`src/rtl/mac_pkg.sv`:
```
// Shared definitions for the MAC sequencer slice.
// Holds the default widths, the tap-count width and the sequencer state encoding.
package mac_pkg;

    localparam int unsigned IN_WIDTH  = 8;
    localparam int unsigned OUT_WIDTH = 22;
    localparam int unsigned MAX_TAPS  = 64;
    // One extra bit so the count can hold MAX_TAPS itself.
    localparam int unsigned CNT_WIDTH = $clog2(MAX_TAPS) + 1;

    typedef enum logic [2:0] {
        StIdle,
        StClear,
        StStream,
        StDrain,
        StCapture,
        StDone
    } state_e;

endpackage

```
`src/rtl/tap_counter.sv`:
```
// Tap counter for the MAC sequencer.
// Counts operand handshakes within a job and flags the handshake that reaches the target.
//   clk, rst_n : clock, asynchronous active-low reset
//   clr        : synchronous clear (start of job)
//   inc        : handshake this cycle
//   target     : latched product count for the job
//   last       : inc is the handshake that reaches target
module tap_counter #(
    parameter int unsigned CNT_WIDTH = mac_pkg::CNT_WIDTH
) (
    input  logic                 clk,
    input  logic                 rst_n,
    input  logic                 clr,
    input  logic                 inc,
    input  logic [CNT_WIDTH-1:0] target,
    output logic                 last
);

    logic [CNT_WIDTH-1:0] count_q, count_d;
    logic [CNT_WIDTH-1:0] count_inc;

    assign count_inc = count_q + CNT_WIDTH'(1);
    assign last      = inc && (count_inc == target);

    always_comb begin
        count_d = count_q;
        if (clr) begin
            count_d = '0;
        end else if (inc) begin
            count_d = count_inc;
        end
    end

    always_ff @(posedge clk or negedge rst_n) begin
        if (!rst_n) begin
            count_q <= '0;
        end else begin
            count_q <= count_d;
        end
    end

endmodule

```
`src/rtl/mac_seq.sv`:
```
// MAC job sequencer.
// Runs one dot-product job on an external MAC peer: clears it, streams operand pairs through
// it with a valid/ready handshake, waits for the last accumulate and captures the result.
//   clk, rst_n           : clock, asynchronous active-low reset
//   start, num_taps      : job request and product count (sampled in IDLE)
//   abort                : cancel the running job
//   busy, done, result   : status, one-cycle completion pulse, captured dot product
//   in_valid, in_ready   : operand pair handshake; img_in, weight_in operands
//   rst_mem, mul_mem_en, ac_mem_en, mac_img, mac_weight : MAC control and operands
//   mac_out              : MAC accumulator value
module mac_seq #(
    parameter int unsigned IN_WIDTH  = mac_pkg::IN_WIDTH,
    parameter int unsigned OUT_WIDTH = mac_pkg::OUT_WIDTH,
    parameter int unsigned MAX_TAPS  = mac_pkg::MAX_TAPS
) (
    input  logic                        clk,
    input  logic                        rst_n,
    input  logic                        start,
    input  logic [$clog2(MAX_TAPS):0]   num_taps,
    input  logic                        abort,
    output logic                        busy,
    output logic                        done,
    output logic [OUT_WIDTH-1:0]        result,
    input  logic                        in_valid,
    output logic                        in_ready,
    input  logic [IN_WIDTH-1:0]         img_in,
    input  logic [IN_WIDTH-1:0]         weight_in,
    output logic                        rst_mem,
    output logic                        mul_mem_en,
    output logic                        ac_mem_en,
    output logic [IN_WIDTH-1:0]         mac_img,
    output logic [IN_WIDTH-1:0]         mac_weight,
    input  logic [OUT_WIDTH-1:0]        mac_out
);

    import mac_pkg::*;

    localparam int unsigned         CntWidth   = $clog2(MAX_TAPS) + 1;
    localparam logic [CntWidth-1:0] MaxTapsCnt = CntWidth'(MAX_TAPS);

    // Worst-case sum must fit the accumulator.
    localparam longint unsigned MaxOperand = (64'd1 << IN_WIDTH) - 64'd1;
    localparam longint unsigned MaxSum     = 64'(MAX_TAPS) * MaxOperand * MaxOperand;
    localparam longint unsigned AccLimit   = 64'd1 << OUT_WIDTH;

    if (MaxSum >= AccLimit) begin : g_overflow_check
        $error("mac_seq: OUT_WIDTH too small for MAX_TAPS products of IN_WIDTH operands");
    end

    state_e                state_q, state_d;
    logic [CntWidth-1:0]   taps_q, taps_d;
    logic [OUT_WIDTH-1:0]  result_q, result_d;
    logic                  ac_q;
    logic                  tap_last;
    logic                  kill;

    assign busy       = (state_q != StIdle);
    assign done       = (state_q == StDone);
    assign rst_mem    = (state_q == StClear);
    assign in_ready   = (state_q == StStream);
    assign mul_mem_en = in_valid && in_ready;
    assign ac_mem_en  = ac_q;
    assign mac_img    = img_in;
    assign mac_weight = weight_in;
    assign result     = result_q;
    assign kill       = abort && busy;

    tap_counter #(
        .CNT_WIDTH (CntWidth)
    ) u_tap_counter (
        .clk    (clk),
        .rst_n  (rst_n),
        .clr    (rst_mem),
        .inc    (mul_mem_en),
        .target (taps_q),
        .last   (tap_last)
    );

    always_comb begin
        state_d  = state_q;
        taps_d   = taps_q;
        result_d = result_q;
        unique case (state_q)
            StIdle: begin
                if (start) begin
                    taps_d  = (num_taps > MaxTapsCnt) ? MaxTapsCnt : num_taps;
                    state_d = StClear;
                end
            end
            StClear:   state_d = (taps_q == '0) ? StCapture : StStream;
            StStream:  if (tap_last) state_d = StDrain;
            StDrain:   state_d = StCapture;
            StCapture: begin
                result_d = mac_out;
                state_d  = StDone;
            end
            StDone:    state_d = StIdle;
            default:   state_d = StIdle;
        endcase
        // Abort overrides every other transition, including the capture.
        if (kill) begin
            state_d  = StIdle;
            result_d = result_q;
        end
    end

    always_ff @(posedge clk or negedge rst_n) begin
        if (!rst_n) begin
            state_q  <= StIdle;
            taps_q   <= '0;
            result_q <= '0;
            ac_q     <= 1'b0;
        end else begin
            state_q  <= state_d;
            taps_q   <= taps_d;
            result_q <= result_d;
            // Accumulate one cycle after the product register loads.
            ac_q     <= kill ? 1'b0 : mul_mem_en;
        end
    end

endmodule

```
`config.mk`:
```
export PLATFORM = sky130hd
export DESIGN_NAME = mac_seq
export DESIGN_NICKNAME = d
export VERILOG_FILES = /design/src/rtl/mac_pkg.sv /design/src/rtl/tap_counter.sv /design/src/rtl/mac_seq.sv
export SDC_FILE = /design/constraint.sdc
export NUM_CORES = 1
export LEC_CHECK = 0
export ABC_AREA = 1
export ABC_CLOCK_PERIOD_IN_PS = 3500
export CAP_MARGIN = 20
export CORE_MARGIN = 10
export CORE_UTILIZATION = 44
export DETAILED_ROUTE_END_ITERATION = 7
export GPL_ROUTABILITY_DRIVEN = 0
export PLACE_DENSITY = 0.82
export SYNTH_ARGS = -nofsm -noshare
export SYNTH_HDL_FRONTEND = slang
export SYNTH_SLANG_ARGS = --single-unit
```
`constraint.sdc`:
```
create_clock -name clk -period 3.5 [get_ports clk]
set_input_delay 0.525 -clock clk [delete_from_list [all_inputs] [get_ports clk]]
set_output_delay 0.525 -clock clk [all_outputs]
set_load 0.01 [all_outputs]
```
==> flow_summary.ini, run 1 <==
[global_routing]
track_usage_pct = 12.0
grt_antenna_before_repair = 0
gr-usage-met3_pct = 6.27
grt_pass1_wl_mm = 7.31
use_met2_pct = 19.7
grt_max_degree = 41
grt_pass1_vias = 1590
overflow = 0
grt.busiest_layer = met2
met1_usage_pct = 12.7

[power]
net-switching-power_w = 0.000659
p_per_area_nw_per_um2 = 757
p_leak_nw = 1.20
power_frac_comb_pct = 45.9
seqPwrFrac_pct = 37.8
p_sw_share_pct = 33.3
p_clk_share_pct = 16.3
peakVddDrop_v = 0.000339
total_power_w = 0.00198
p_int_w = 0.00132

[synth]
synth_top_family_by_area = simple AND/OR/NAND/NOR gates
syn_area_per_cell_um2 = 9.43
synth.distinct_cells = 24
syn_nets = 262
synth_fa_ha_area_share_pct = 0.629
synth_xor_xnor_area_share_pct = 0
synth_compound_area_share_pct = 5.35
synth-seq-area-share_pct = 50.3
synth_warnings = 0
muxShareOfSynthArea_pct = 12.5
ys_ff_latch = 40
synth-simple-area-share_pct = 18.0
synth_area_um2 = 1990
synth_cells = 211

[critical_path]
cp.arrival_ns = 1.77
reg2reg_setup_slack_ns = 1.88
cp-start-kind = input pin
path_max_fanout = 6
r2r_end = result[12]
r2r_cells = 5
timing.rr.start = state_q[1]
critical_path_class = in -> out
worstSetupEndpointType = output port
critical_path_required_ns = 2.97

[sta]
slew_headroom_pct = 42.3
fmax_ghz = 0.436
hold_viol = 0
drv_slew = 0
fin_ws_ns = 1.21
worstMarginPinSlew_ns = 0.866
rsz0062_at_grt = no
finalSetupViolCount = 0
fin_crit_sh_pct = 65.5
fin_setup_tns_ns = 0
clock_skew_ns = 0.00319
period_needed_ns = 2.29

[cts]
cts-buffers-inserted = 5
clock-sinks = 40
cts-root-buf = clkbuf_8
cts_setup_buffers = 0
ctsLongestPathBuffers = 2
cts-resized-gates = 0
cts_tree = done
worst_skew_pair.late_latency_ns = 0.29
hold_buffers = 0
clk_pin_slew_ns = 0.07
htreeDepth = 2

[die]
coreArea_um2 = 4350
fp-row-count = 24
ios = 94
die_area_um2 = 7610
fp.dieH_um = 87.2
initial_core_util_pct = 45.7
die-width_um = 87.2

[final_layout]
layout_common_cells = clkdlybuf4s50_1, dfrtp_1, nand2_1
final_cell_count_no_fill = 313
drive_above_1_share_pct = 14.9
syn_to_final_growth_pct = 31.5
fin_nets = 312
layout_commonest_cell = clkdlybuf4s50_1
antenna_cells = 0
design_area_um2 = 2620

[route]
wl_per_cell_um = 14.3
firstDrtPassIters = 4
drtAntennaViolNets = 0
route.detailed.drc = 0
wl_mm = 4.46
num_vias = 1559
via_per_inst = 4.98
drt_iter0_markers = 61

[placed_design]
post_dp_cell_area_um2 = 2520
io_buffers = 61
dp_hpwl_mm = 3.57
post-place-ws_ns = 1.19
placed_cells = 306

[job]
drv_cap = 0

[min_path]
hp-class = in -> async

[run_status]
run_status = complete, no violations
==> synthesized netlist by cell type <==
master	number	area [µm²]
dfrtp_1	40	1000
nand2_1	34	128
inv_1	29	109
mux2_2	21	236
buf_4	16	120
nand3_1	16	80.1
nor2_1	14	52.6
o21ai_0	9	45.0
a21oi_1	5	25.0
o22ai_1	5	31.3
nor2_2	3	18.8
nor3_1	3	15.0
buf_6	2	22.5
inv_2	2	7.51
nand4_1	2	12.5
nor2_4	2	22.5
buf_2	1	5.00
ha_1	1	12.5
mux2_1	1	11.3
nand2_2	1	6.26
nand3_2	1	10.0
nor4_1	1	6.26
o21ai_1	1	5.00
or2_0	1	6.26
==> flip-flops by register name, summed over array words and instances (netlist names) <==
register / flops
ac_mem_en: 1
result: 22
taps_q: 7
u_tap_counter.count_q: 7
state_q: 3
==> cells by family (layout without fill, tap and decap cells) <==
group,after synthesis,count (layout)
and+or+nand+nor,78,78
buffers and inverters,50,100
DFF,40,40
muxes,22,22
AOI/OAI and AO/OA,20,20
adders and majority gates,1,1
==> stage by stage <==
| stage | util, % | hold slack, ns |
|---|---|---|
| 5_1_grt | 60.1 | 0.425 |
| 2_1_floorplan | - | 0.229 |
| 4_1_cts | 60.1 | 0.378 |
| 3_5_place_dp | 57.9 | 0.493 |
| 6_report | 60.1 | 0.345 |
| 3_3_place_gp | 57.9 | 0.475 |
==> power groups by stage <==
stage / clock [W] / combinational [W] / sequential, W
floorplan: 0 / 0.000439 / 0.000813
global placement: 0 / 0.000910 / 0.000748
detailed placement: 0 / 0.000924 / 0.000759
CTS: 0.000336 / 0.000927 / 0.000750
global route: 0.000358 / 0.00100 / 0.000774
finish: 0.000323 / 0.000909 / 0.000749
==> worst max-delay path, cell delays in order <==
cell and delay, ns:
clkdlybuf4s50_1 0.45, inv_1 0.06, nor2_4 0.17, clkdlybuf4s50_1 0.56
==> layer usage <==
layer,wire (µm),vias up
met5,0,-
met4,56,0
met3,461,6
met2,2100,60
met1,1840,726
li1,-,767
==> area by class of cell <==
type | count | area, µm²
Clock buffer | 7 | 96.3
Fill cell | 389 | 1740
Inverter | 31 | 116
Multi-Input combinational cell | 121 | 724
Sequential cell | 40 | 1000
Tap cell | 52 | 65.1
Timing Repair Buffer | 62 | 613
==> worst max-delay path by stage <==
stage                          start          to
after floorplan           state_q[1]     rst_mem
after global placement      in_valid  mul_mem_en
after detailed placement    in_valid  mul_mem_en
after CTS                   in_valid  mul_mem_en
after global routing        in_valid  mul_mem_en
final                       in_valid  mul_mem_en
No activity file was read; power rests on OpenSTA's default activity.
==> run 2, diff against run 1 <==
--- a/config.mk
+++ b/config.mk
@@ -6,13 +6,13 @@
 export NUM_CORES = 1
 export LEC_CHECK = 0
 export ABC_AREA = 1
-export ABC_CLOCK_PERIOD_IN_PS = 3500
+export ABC_CLOCK_PERIOD_IN_PS = 1900
 export CAP_MARGIN = 20
 export CORE_MARGIN = 10
-export CORE_UTILIZATION = 44
+export CORE_UTILIZATION = 37
 export DETAILED_ROUTE_END_ITERATION = 7
 export GPL_ROUTABILITY_DRIVEN = 0
-export PLACE_DENSITY = 0.82
+export PLACE_DENSITY = 0.73
 export SYNTH_ARGS = -nofsm -noshare
 export SYNTH_HDL_FRONTEND = slang
 export SYNTH_SLANG_ARGS = --single-unit
==> constraint.sdc (replaced) <==
create_clock -name clk -period 1.9 [get_ports clk]
set_input_delay 0.285 -clock clk [delete_from_list [all_inputs] [get_ports clk]]
set_output_delay 0.285 -clock clk [all_outputs]
set_load 0.01 [all_outputs]
==> run 2 against run 1 <==
Die area grew 14%. Clock power grew 130%. Count of clock-buffer cells in the layout is the same. Setup slack lost 1.1 ns. Design area grew 4.9%. Sequential power grew 86%. Sequential share of layout area shrank 1.7 points. Global-route usage shrank 1.7 points. Cell count grew 7.3%. Clock skew grew 0.0013 ns. Sequential cell count is the same. Non-clock buffer count grew 4. Highest routed layer unchanged.
==> flow_summary.ini, run 2 (synthesis results as in run 1) <==
[die]
fp.dieH_um = 93.3
coreArea_um2 = 5170
initial_core_util_pct = 38.5
ios = 94
die-width_um = 93.3
fp-row-count = 26
die_area_um2 = 8710

[route]
drtAntennaViolNets = 0
firstDrtPassIters = 4
route.detailed.drc = 0
drt_iter0_markers = 28
via_per_inst = 4.67
num_vias = 1569
wl_mm = 4.41
wl_per_cell_um = 13.1

[critical_path]
path_depth = 2
worstSetupEndpointType = output port
r2r_cells = 11
crit_path_cell_trace = nor3_1 > clkdlybuf4s50_1
r2r_end = state_q[0]
cp-start-kind = flip-flop
timing.rr.start = u_tap_counter.count_q[0]
critical_path_required_ns = 1.62
crit_end = done
slowest_delay_ns = 0.56
path_delay_family = buffers and inverters
critPathLaunch = state_q[1]
reg2reg_setup_slack_ns = 0.28
critical_path_buf_inv_count = 1
cp.arrival_ns = 1.49
slowest_stage = clkdlybuf4s50_1
path_max_fanout = 5
critical_path_class = reg -> out

[final_layout]
drive_above_1_share_pct = 17.7
syn_to_final_growth_pct = 37.9
fin_nets = 316
final_util_pct = 53.0
design_area_um2 = 2740
largest_reg_flops = 22
layout_commonest_cell = clkdlybuf4s50_1
layout_common_cells = clkdlybuf4s50_1, dfrtp_1, nand2_1
antenna_cells = 0

[power]
p_leak_nw = 1.28
p_per_area_nw_per_um2 = 1400
peakVddDrop_v = 0.000492

[cts]
cts_tree = done
cts-buffers-inserted = 5
cts-root-buf = clkbuf_8
cts_setup_buffers = 0
htreeDepth = 2
worst_skew_pair.late_latency_ns = 0.29
ctsLongestPathBuffers = 2
clk_pin_slew_ns = 0.08
clock-sinks = 40

[sta]
clock_skew_ns = 0.00447
hold_viol = 0
fin_setup_tns_ns = 0
fin_ws_ns = 0.125
worstMarginPinSlew_ns = 0.460
rsz0062_at_grt = no
drv_slew = 0
period_needed_ns = 1.77
fmax_ghz = 0.563
slew_headroom_pct = 69.4
finalSetupViolCount = 0
fin_crit_sh_pct = 93.4

[global_routing]
overflow = 0
grt_pass1_wl_mm = 7.29
grt_max_degree = 23
grt_pass1_vias = 1634
grt_antenna_before_repair = 0
track_usage_pct = 10.3

[run_status]
run_status = complete, no violations

[placed_design]
post-place-ws_ns = 0.113
post_dp_cell_area_um2 = 2590
dp_hpwl_mm = 3.54
io_buffers = 61

[min_path]
hp-class = in -> async

[job]
drv_cap = 0
## run 2: power by group
part / total (W) / internal, W / leakage [nW] / switching (W)
clock network: 0.000751 / 0.000463 / 0.0645 / 0.000287
logic: 0.00171 / 0.000927 / 0.706 / 0.000779
registers: 0.00139 / 0.00120 / 0.508 / 0.000189
## run 2: routing by layer
metal  vias up  routed length, µm  global-route usage (%)
li1        778                  -                       -
met1       724               1820                    10.7
met2        61               1960                    17.3
met3         6                577                    5.28
met4         0                 57                    3.98
met5         -                  0                       0
## run 2: area by class of cell
type	count	area, µm²
clock buffer	7	96.3
fill	482	2430
sequential	40	1000
multi-input combinational	121	737
clock inverter	1	30.0
tap	70	87.6
timing repair buffer	66	673
inverter	31	116
## run 2: timing repair
item / 4_1_cts / 5_1_grt
resized for setup: 2 / 7
hold buffers: 1 / 0
endpoints found under the hold margin: 19 / 0
pin swaps: 0 / 1
endpoints found under the setup margin: 2 / 2
## run 2: worst min-delay path by stage
stage | startpoint | to | slack, ns | cells after the start
3_3_place_gp | rst_n | result[16] | 0.27 | 1
5_1_grt | result[12] | result[12] | 0.51 | 1
4_1_cts | rst_n | result[16] | 0.48 | 2
2_1_floorplan | rst_n | ac_mem_en | -0.01 | 0
6_report | rst_n | result[20] | 0.48 | 2
3_5_place_dp | rst_n | result[16] | 0.26 | 1
## run 2: metrics by stage
stage               total power [W]  hold slack (ns)  std cells
global route                0.00414            0.510        336
finish                      0.00385            0.481        336
global placement            0.00308            0.270        327
detailed placement          0.00314            0.262        327
CTS                         0.00389            0.484        336
floorplan                   0.00231          -0.0106        211
